$ cat config.mk
export PLATFORM = sky130hd
export DESIGN_NAME = packet_receiver
export DESIGN_NICKNAME = d
export VERILOG_FILES = /design/src/rtl/packet_receiver_pkg.sv /design/src/rtl/hex_nibble_decode.sv /design/src/rtl/packet_receiver.sv
export SDC_FILE = /design/constraint.sdc
export NUM_CORES = 1
export LEC_CHECK = 0
export CORE_UTILIZATION = 57
export DETAILED_ROUTE_END_ITERATION = 8
export DONT_BUFFER_PORTS = 1
export PLACE_DENSITY = 0.83
export SLEW_MARGIN = 20
export SYNTH_ARGS = -nofsm -noshare
export SYNTH_HDL_FRONTEND = slang
export SYNTH_SLANG_ARGS = --single-unit
export TNS_END_PERCENT = 1
$ cat constraint.sdc
create_clock -name clk -period 17.4 [get_ports clk]
set_input_delay 1.74 -clock clk [delete_from_list [all_inputs] [get_ports clk]]
set_output_delay 1.74 -clock clk [all_outputs]
set_load 0.1 [all_outputs]
$ cat src/rtl/packet_receiver_pkg.sv
// -----------------------------------------------------------------------------
// packet_receiver_pkg
// Shared definitions for the hex-ASCII packet link (receive and transmit sides).
//   - FSM state encoding for the receiver
//   - Header/footer sizes
//   - Header field offsets/widths, relative to the first header bit
//     (header occupies the top HEADER_SIZE bits of a packet)
// -----------------------------------------------------------------------------
package packet_receiver_pkg;

    // Receiver FSM encoding
    localparam logic [1:0] ST_IDLE     = 2'd0;
    localparam logic [1:0] ST_RECV     = 2'd1;
    localparam logic [1:0] ST_WAIT_EOL = 2'd2;

    // Packet framing
    localparam int unsigned HEADER_SIZE = 64;
    localparam int unsigned FOOTER_SIZE = 64;

    // Header field layout (LSB offset within the header, width)
    localparam int unsigned TICK_OFS       = 0;
    localparam int unsigned TICK_W         = 16;
    localparam int unsigned FLAGS_OFS      = 16;
    localparam int unsigned FLAGS_W        = 4;
    localparam int unsigned LAG_CROSS_OFS  = 20;
    localparam int unsigned LAG_CROSS_W    = 8;
    localparam int unsigned LAG_AUTO_OFS   = 28;
    localparam int unsigned LAG_AUTO_W     = 8;
    localparam int unsigned DELAY_SIZE_OFS = 36;
    localparam int unsigned DELAY_SIZE_W   = 12;
    localparam int unsigned NUM_INPUTS_OFS = 48;
    localparam int unsigned NUM_INPUTS_W   = 8;
    localparam int unsigned RESOLUTION_OFS = 56;
    localparam int unsigned RESOLUTION_W   = 8;

endpackage

$ cat src/rtl/hex_nibble_decode.sv
// -----------------------------------------------------------------------------
// hex_nibble_decode
// Purely combinational ASCII hex digit decoder.
// Ports:
//   i_char   [7:0] : ASCII character
//   o_nibble [3:0] : decoded value (0 when not a hex digit)
//   o_is_hex       : 1 for '0'-'9', 'A'-'F', 'a'-'f'
// -----------------------------------------------------------------------------
module hex_nibble_decode (
    input  logic [7:0] i_char,
    output logic [3:0] o_nibble,
    output logic       o_is_hex
);

    always_comb begin
        o_nibble = '0;
        o_is_hex = 1'b0;
        if (i_char >= 8'h30 && i_char <= 8'h39) begin
            o_nibble = i_char[3:0];
            o_is_hex = 1'b1;
        end else if ((i_char >= 8'h41 && i_char <= 8'h46) ||
                     (i_char >= 8'h61 && i_char <= 8'h66)) begin
            // 'A'/'a' have low nibble 1, so add 9 to reach 10
            o_nibble = i_char[3:0] + 4'd9;
            o_is_hex = 1'b1;
        end
    end

endmodule

$ cat src/rtl/packet_receiver.sv
// -----------------------------------------------------------------------------
// packet_receiver
// Assembles a packet from a stream of ASCII hex characters, first nibble in
// the MSB, closed by a TERMINATOR character, and decodes the header/footer.
// Ports:
//   clk, reset (async, active-high)
//   RXREG [7:0], RXIF        : received character and its one-cycle strobe
//   packet_data              : last complete packet
//   packet_valid             : one-cycle pulse when packet_data updates
//   packet_error             : one-cycle pulse on framing error/overrun
//   busy                     : high while a packet is in progress
//   timestamp .. resolution  : fields decoded from packet_data
// -----------------------------------------------------------------------------
module packet_receiver
    import packet_receiver_pkg::*;
#(
    parameter int unsigned PACKET_SIZE = 256,
    parameter logic [7:0]  TERMINATOR  = 8'h0D
) (
    input  logic                   clk,
    input  logic                   reset,
    input  logic [7:0]             RXREG,
    input  logic                   RXIF,
    output logic [PACKET_SIZE-1:0] packet_data,
    output logic                   packet_valid,
    output logic                   packet_error,
    output logic                   busy,
    output logic [63:0]            timestamp,
    output logic [15:0]            tick,
    output logic [3:0]             flags,
    output logic [7:0]             lag_cross,
    output logic [7:0]             lag_auto,
    output logic [11:0]            delay_size,
    output logic [7:0]             num_inputs,
    output logic [7:0]             resolution
);

    localparam int unsigned NIBBLES = PACKET_SIZE / 4;
    localparam int unsigned CW      = $clog2(NIBBLES) + 1;
    localparam int unsigned F       = PACKET_SIZE - HEADER_SIZE;
    localparam logic [CW-1:0] LAST_NIBBLE = CW'(NIBBLES);

    logic [1:0]             r_state;
    logic [CW-1:0]          r_count;
    logic [PACKET_SIZE-1:0] r_shift;
    logic [PACKET_SIZE-1:0] r_packet_data;
    logic                   r_valid;
    logic                   r_error;

    logic [3:0]             w_nibble;
    logic                   w_is_hex;
    logic [CW-1:0]          w_count_next;

    hex_nibble_decode u_hex_nibble_decode (
        .i_char   (RXREG),
        .o_nibble (w_nibble),
        .o_is_hex (w_is_hex)
    );

    assign w_count_next = r_count + CW'(1);

    always_ff @(posedge clk or posedge reset) begin
        if (reset) begin
            r_state       <= ST_IDLE;
            r_count       <= '0;
            r_shift       <= '0;
            r_packet_data <= '0;
            r_valid       <= 1'b0;
            r_error       <= 1'b0;
        end else begin
            r_valid <= 1'b0;
            r_error <= 1'b0;
            if (RXIF) begin
                case (r_state)
                    ST_IDLE: begin
                        // Non-hex characters (stray CR/LF etc.) are ignored here
                        if (w_is_hex) begin
                            r_shift <= {{(PACKET_SIZE-4){1'b0}}, w_nibble};
                            r_count <= CW'(1);
                            r_state <= ST_RECV;
                        end
                    end
                    ST_RECV: begin
                        if (w_is_hex) begin
                            r_shift <= {r_shift[PACKET_SIZE-5:0], w_nibble};
                            r_count <= w_count_next;
                            if (w_count_next == LAST_NIBBLE) begin
                                r_state <= ST_WAIT_EOL;
                            end
                        end else begin
                            r_error <= 1'b1;
                            r_shift <= '0;
                            r_count <= '0;
                            r_state <= ST_IDLE;
                        end
                    end
                    ST_WAIT_EOL: begin
                        if (RXREG == TERMINATOR) begin
                            r_packet_data <= r_shift;
                            r_valid       <= 1'b1;
                        end else begin
                            r_error <= 1'b1;
                        end
                        r_shift <= '0;
                        r_count <= '0;
                        r_state <= ST_IDLE;
                    end
                    default: begin
                        r_shift <= '0;
                        r_count <= '0;
                        r_state <= ST_IDLE;
                    end
                endcase
            end
        end
    end

    assign packet_data  = r_packet_data;
    assign packet_valid = r_valid;
    assign packet_error = r_error;
    assign busy         = (r_state != ST_IDLE);

    assign timestamp  = r_packet_data[FOOTER_SIZE-1:0];
    assign tick       = r_packet_data[F+TICK_OFS       +: TICK_W];
    assign flags      = r_packet_data[F+FLAGS_OFS      +: FLAGS_W];
    assign lag_cross  = r_packet_data[F+LAG_CROSS_OFS  +: LAG_CROSS_W];
    assign lag_auto   = r_packet_data[F+LAG_AUTO_OFS   +: LAG_AUTO_W];
    assign delay_size = r_packet_data[F+DELAY_SIZE_OFS +: DELAY_SIZE_W];
    assign num_inputs = r_packet_data[F+NUM_INPUTS_OFS +: NUM_INPUTS_W];
    assign resolution = r_packet_data[F+RESOLUTION_OFS +: RESOLUTION_W];

endmodule

# [Yosys cells after proc, flatten, opt, wreduce, memory -nomap -nowiden]
# Index checks and enable logic that the tools add are counted.
[op_classes] addsub=2 n_mul=0 n_div=0 order_cmp=6 eq_ne=6 shift=0 n_mux=21 bitwise=0 reduce_logical=9
[op_table] operator="256-bit two-way mux" n=2
[op_table] operator="256-bit case mux with 2 select lines" n=1
[op_table] operator="8-bit by 7-bit >= comparator with 1-bit output (second input constant)" n=2
[op_table] operator="8-bit by 7-bit less-or-equal comparator with 1-bit output (second input constant)" n=2
[op_table] operator="7-bit two-way mux" n=2
[op_table] operator="7-bit case mux with 2 select lines" n=1
[op_table] operator="8-bit by 4-bit == test with 1-bit output (second input constant)" n=1
[op_table] operator="8-bit by 6-bit >= comparator with 1-bit output (second input constant)" n=1
[op_table] operator="8-bit by 6-bit less-or-equal comparator with 1-bit output (second input constant)" n=1
[op_table] operator="1-bit two-way mux" n=8
[op_table] operator="4-bit two-way mux" n=2
[op_table] operator="7-bit by 1-bit adder with 7-bit output (second input constant)" n=1
[op_table] operator="7-bit == test (second input constant)" n=1
[op_table] operator="2-bit two-way mux" n=3
[op_table] operator="3-bit AND reduction" n=2
[op_table] operator="4-bit adder (second input constant)" n=1
[op_table] operator="2-bit case mux with 2 select lines" n=1
[op_table] operator="1-bit logical AND" n=3
[op_table] operator="3-bit != test (second input constant)" n=1
[op_table] operator="2-bit by 1-bit == test with 1-bit output (second input constant)" n=1
[op_table] operator="2-bit == test (second input constant)" n=1
[op_table] operator="2-bit logical NOT" n=1
[op_table] operator="2-bit by 1-bit != test with 1-bit output (second input constant)" n=1
[op_table] operator="1-bit case mux with 2 select lines" n=1
[op_table] operator="3 further kinds" n=3
[word_totals] ff_bits=523 latchBits=0 ram_bits=0 mem_bits_ro=0 out_inout_bits=387 word_cells=50 memories=0

# [Depth between registers and ports, before layout]
[depth] depth_word=8 depth_mapped=10 depth_no_buf=7

# [Cells and area by module]
# A second synthesis with hierarchy kept.
[unflattened] cells_unflattened=1338 hier_area_um2=20287.0
[modules_own_cells] mod="packet_receiver" instances=1 cells_per_inst=1313 area_per_inst_um2=20083.0
[modules_own_cells] mod="hex_nibble_decode" instances=1 cells_per_inst=25 area_per_inst_um2=203.9

# [Least setup slack after synthesis]
# No wires, ideal clock.
[synth_path] path_type="input to register" start="input port RXREG[1]" end="register r_packet_data[0], in the netlist packet_data[0]" setup_time_ns=0.126 arrival_time_ns=3.283 t_required_ns=17.274 path_slack_ns=13.991 cell_stages=8 path_cell_list="inv_1 > ha_1 > nor4b_1 > nand4b_1 > nor2_1 > buf_4 > buf_6 > mux2_2"
[synth_via] elab_chain_len=2
[synth_rtl] element="start: declaration" line_no="packet_receiver.sv:22" source="input logic [7:0] RXREG,"
[synth_rtl] element="8-bit by 4-bit == test with 1-bit output" line_no="packet_receiver.sv:98" source="if (RXREG == TERMINATOR) begin"
[synth_rtl] element="3-bit AND reduction (no line)"
[synth_rtl] element="end signal: assignment" line_no="packet_receiver.sv:99" source="r_packet_data <= r_shift;"
[synth_rtl] element="end: declaration" line_no="packet_receiver.sv:46" source="logic [PACKET_SIZE-1:0] r_packet_data;"
# Every way passes these cells.
# A chain may end at the register's enable or synchronous reset.

# [Worst setup path in the final report]
[layout_path] start="input port RXREG[1]" end="register r_packet_data[184], in the netlist packet_data[184]"
# The elaborated chain is that of the path after synthesis.

==> results.txt <==
leakage -> 10.1 nW
Clock Skew -> 16.7 ps
P&R area growth vs syn -> 4.36%
met3 usage -> 6.52%
worst slew pin tran -> 1050 ps
core outline area -> 36,800 um2
final wirelength -> 42,300 um
count of cells resized by post-cts repair -> 0
Async SR Flop Fraction -> 100%
Slew Limit Fails -> 0
Hold Fails Final Rpt -> 0
Worst Setup Start Kind -> primary input
CP startpoint -> RXREG[1]
initial antenna violation count -> 0
routed len/inst -> 19.2 um
IO Count -> 398
worst path required time -> 17,850 ps
clock-pin transition on the worst setup and hold timing paths -> 60 ps
synth top area cells -> dfrtp_1 (61%), mux2_2 (13%), nand2_1 (9.1%)
Critical R2R Launch -> r_state[0]
DP HPWL -> 26,700 um
diode count -> 0
number of global-route vias before repair -> 12,500
Final Instance Area -> 22,400 um2
Cell variety after synth -> 38
Synth Flop Type -> dfrtp_1
pin count of the biggest net entering global routing -> 177
Tcrit/Tclk final -> 30.8%
Remaining DRCs -> 0
hold buffer count at CTS -> 0
crit-path max FO -> 78
Slew HR -> 30.3%
total power -> 2.51 mW
synthesized instance count -> 1,871
met1 usage -> 28.2%
sequential fraction of the synthesis area -> 61.0%
cts bufs inserted -> 51
Final ANT Viol Nets -> 0
Post-synth EDFFs -> 0
synth cell count leaders -> dfrtp_1 (523), nand2_1 (522), mux2_2 (256)
count leader, synth -> dfrtp_1
fmax -> 186 MHz
Mapped Area -> 21,400 um2
IO Port Bufs -> 0
Top Usage Layer GRT -> met2
Hold Slack -> 488 ps
flops & latches, synth -> 523
Worst Min Path Start -> r_shift[252]
Syn Nets -> 1,889
critical setup path kind -> in -> reg
post-CTS setup repair buffer count -> 0
Die H -> 196 um
routability cong. -> 0.816
Final Setup Violations -> 0
PD cells -> 112 nW/um2
minimum clock period -> 5360 ps
vias per cell -> 5.67
RSZ-0062 raised after global routing -> false
status -> finished clean
placed cell areas -> 20,600 um2
MaxCap Viol Count -> 0
Pre-antenna DRT Iters -> 5
CP endpoint kind -> flip-flop
Synth area leader -> dfrtp_1
fin worst setup slack -> 12,040 ps
Worst Hold Class -> reg -> reg
total grt overflow -> 0
CTS tree -> built
M2 GR Usage -> 36.0%
Peak VDD IR -> 0.0751 mV
Die Span X -> 196 um
total track usage -> 22.3%
Sink Count -> 523
clk_lat worst skew -> 580 ps
vias -> 12,500
Mean Syn Cell Area -> 11.5 um2
fraction of layout cells with a size suffix above 1 -> 28.1%
starting density of the core -> 58.3%
sum of negative setup slack -> 0 ps
pre-CTS WS -> 11,470 ps
CTS root buf -> clkbuf_16
global-route wire length before repair -> 68,600 um
Worst EP arrival -> 5820 ps
nets -> 1,714
H-tree Lvls -> 2
Initial DRC Count -> 671
Yosys warnings -> 0
Max clock buf depth -> 3
top cell type's share of synthesized area -> 61.0%
DIE AREA -> 38,400 um2
FP Rows -> 70
==> cell families after synthesis <==
group / count (synthesis) / share of synthesized area [%]
buffers and inverters: 251 / 8.21
xor gates and xnor gates: 1 / 0.0408
and+or+nand+nor: 544 / 9.81
AOI/OAI and AO/OA: 285 / 6.87
adders and majority gates: 7 / 0.408
muxes: 260 / 13.6
DFF: 523 / 61.0
==> layout make-up <==
| type | count | area (um2) |
|---|---|---|
| flip-flops and latches | 523 | 13200 |
| fillers | 2727 | 14400 |
| repair buffers | 15 | 133 |
| inverters | 8 | 37.5 |
| multi-input cells | 1097 | 6620 |
| clock buffers | 77 | 1520 |
| well taps | 468 | 586 |
| clock inverters | 18 | 239 |
==> cell usage in the layout (no fill, tap or decap), types with 2 or more instances in the layout <==
| master | count |
|---|---|
| nor4b_1 | 2 |
| nand3_1 | 4 |
| nor2_1 | 5 |
| o21ai_1 | 138 |
| nand2_1 | 522 |
| mux2_2 | 256 |
| o21ai_0 | 128 |
| inv_6 | 2 |
| ha_1 | 7 |
| nor3_1 | 2 |
| dfrtp_2 | 128 |
| clkinv_2 | 8 |
| a21oi_1 | 6 |
| buf_4 | 12 |
| clkbuf_16 | 52 |
| bufinv_16 | 5 |
| clkbuf_1 | 13 |
| mux2i_1 | 4 |
| clkinvlp_4 | 2 |
| buf_6 | 2 |
| clkbuf_8 | 12 |
| dfrtp_1 | 395 |
| inv_1 | 7 |
==> critical path, stage by stage <==
cell      delay (ps)
inv_1             60
ha_1             220
nor4b_1          280
nand4b_1         230
nor2_4           170
buf_4            780
buf_4            820
buf_4            880
mux2_2           420
==> per-layer routing <==
metal	share of wire (%)	vias to the layer above
li1	-	5728
met1	40	6323
met2	49	358
met3	7.4	88
met4	3.8	0
met5	0	-
==> path summary, 6_finish.rpt <==
path                                          to  slack, ps  cells after the start
worst max-delay path            packet_data[184]      12040                      9
worst min-delay path                r_shift[252]        490                      2
worst max register to register  packet_data[184]      13290                      8
worst min register to register      r_shift[252]        490                      2
max in group asynchronous       packet_data[200]      12970                      4
min in group asynchronous        packet_data[82]       1140                      1
==> where the power goes <==
group          total (mW)  switching (mW)  internal [mW]  leakage, nW
Combinational       0.153           0.138         0.0147         2.11
Clock                1.13           0.455          0.677        0.861
Sequential           1.23         0.00794           1.22         7.09
==> sequential cells by signal (all words and copies together), names as in the netlist <==
name,cells
packet_data,256
packet_error,1
packet_valid,1
r_count,7
r_shift,256
r_state,2
==> metrics by stage <==
step                      std cells  utilization, %
after floorplan                1871               -
after global placement         2111            56.1
after detailed placement       2111            56.1
after CTS                      2206            60.8
after global routing           2206            60.8
final                          2206            60.8
Note: power is estimated with default switching activity, not from simulation.
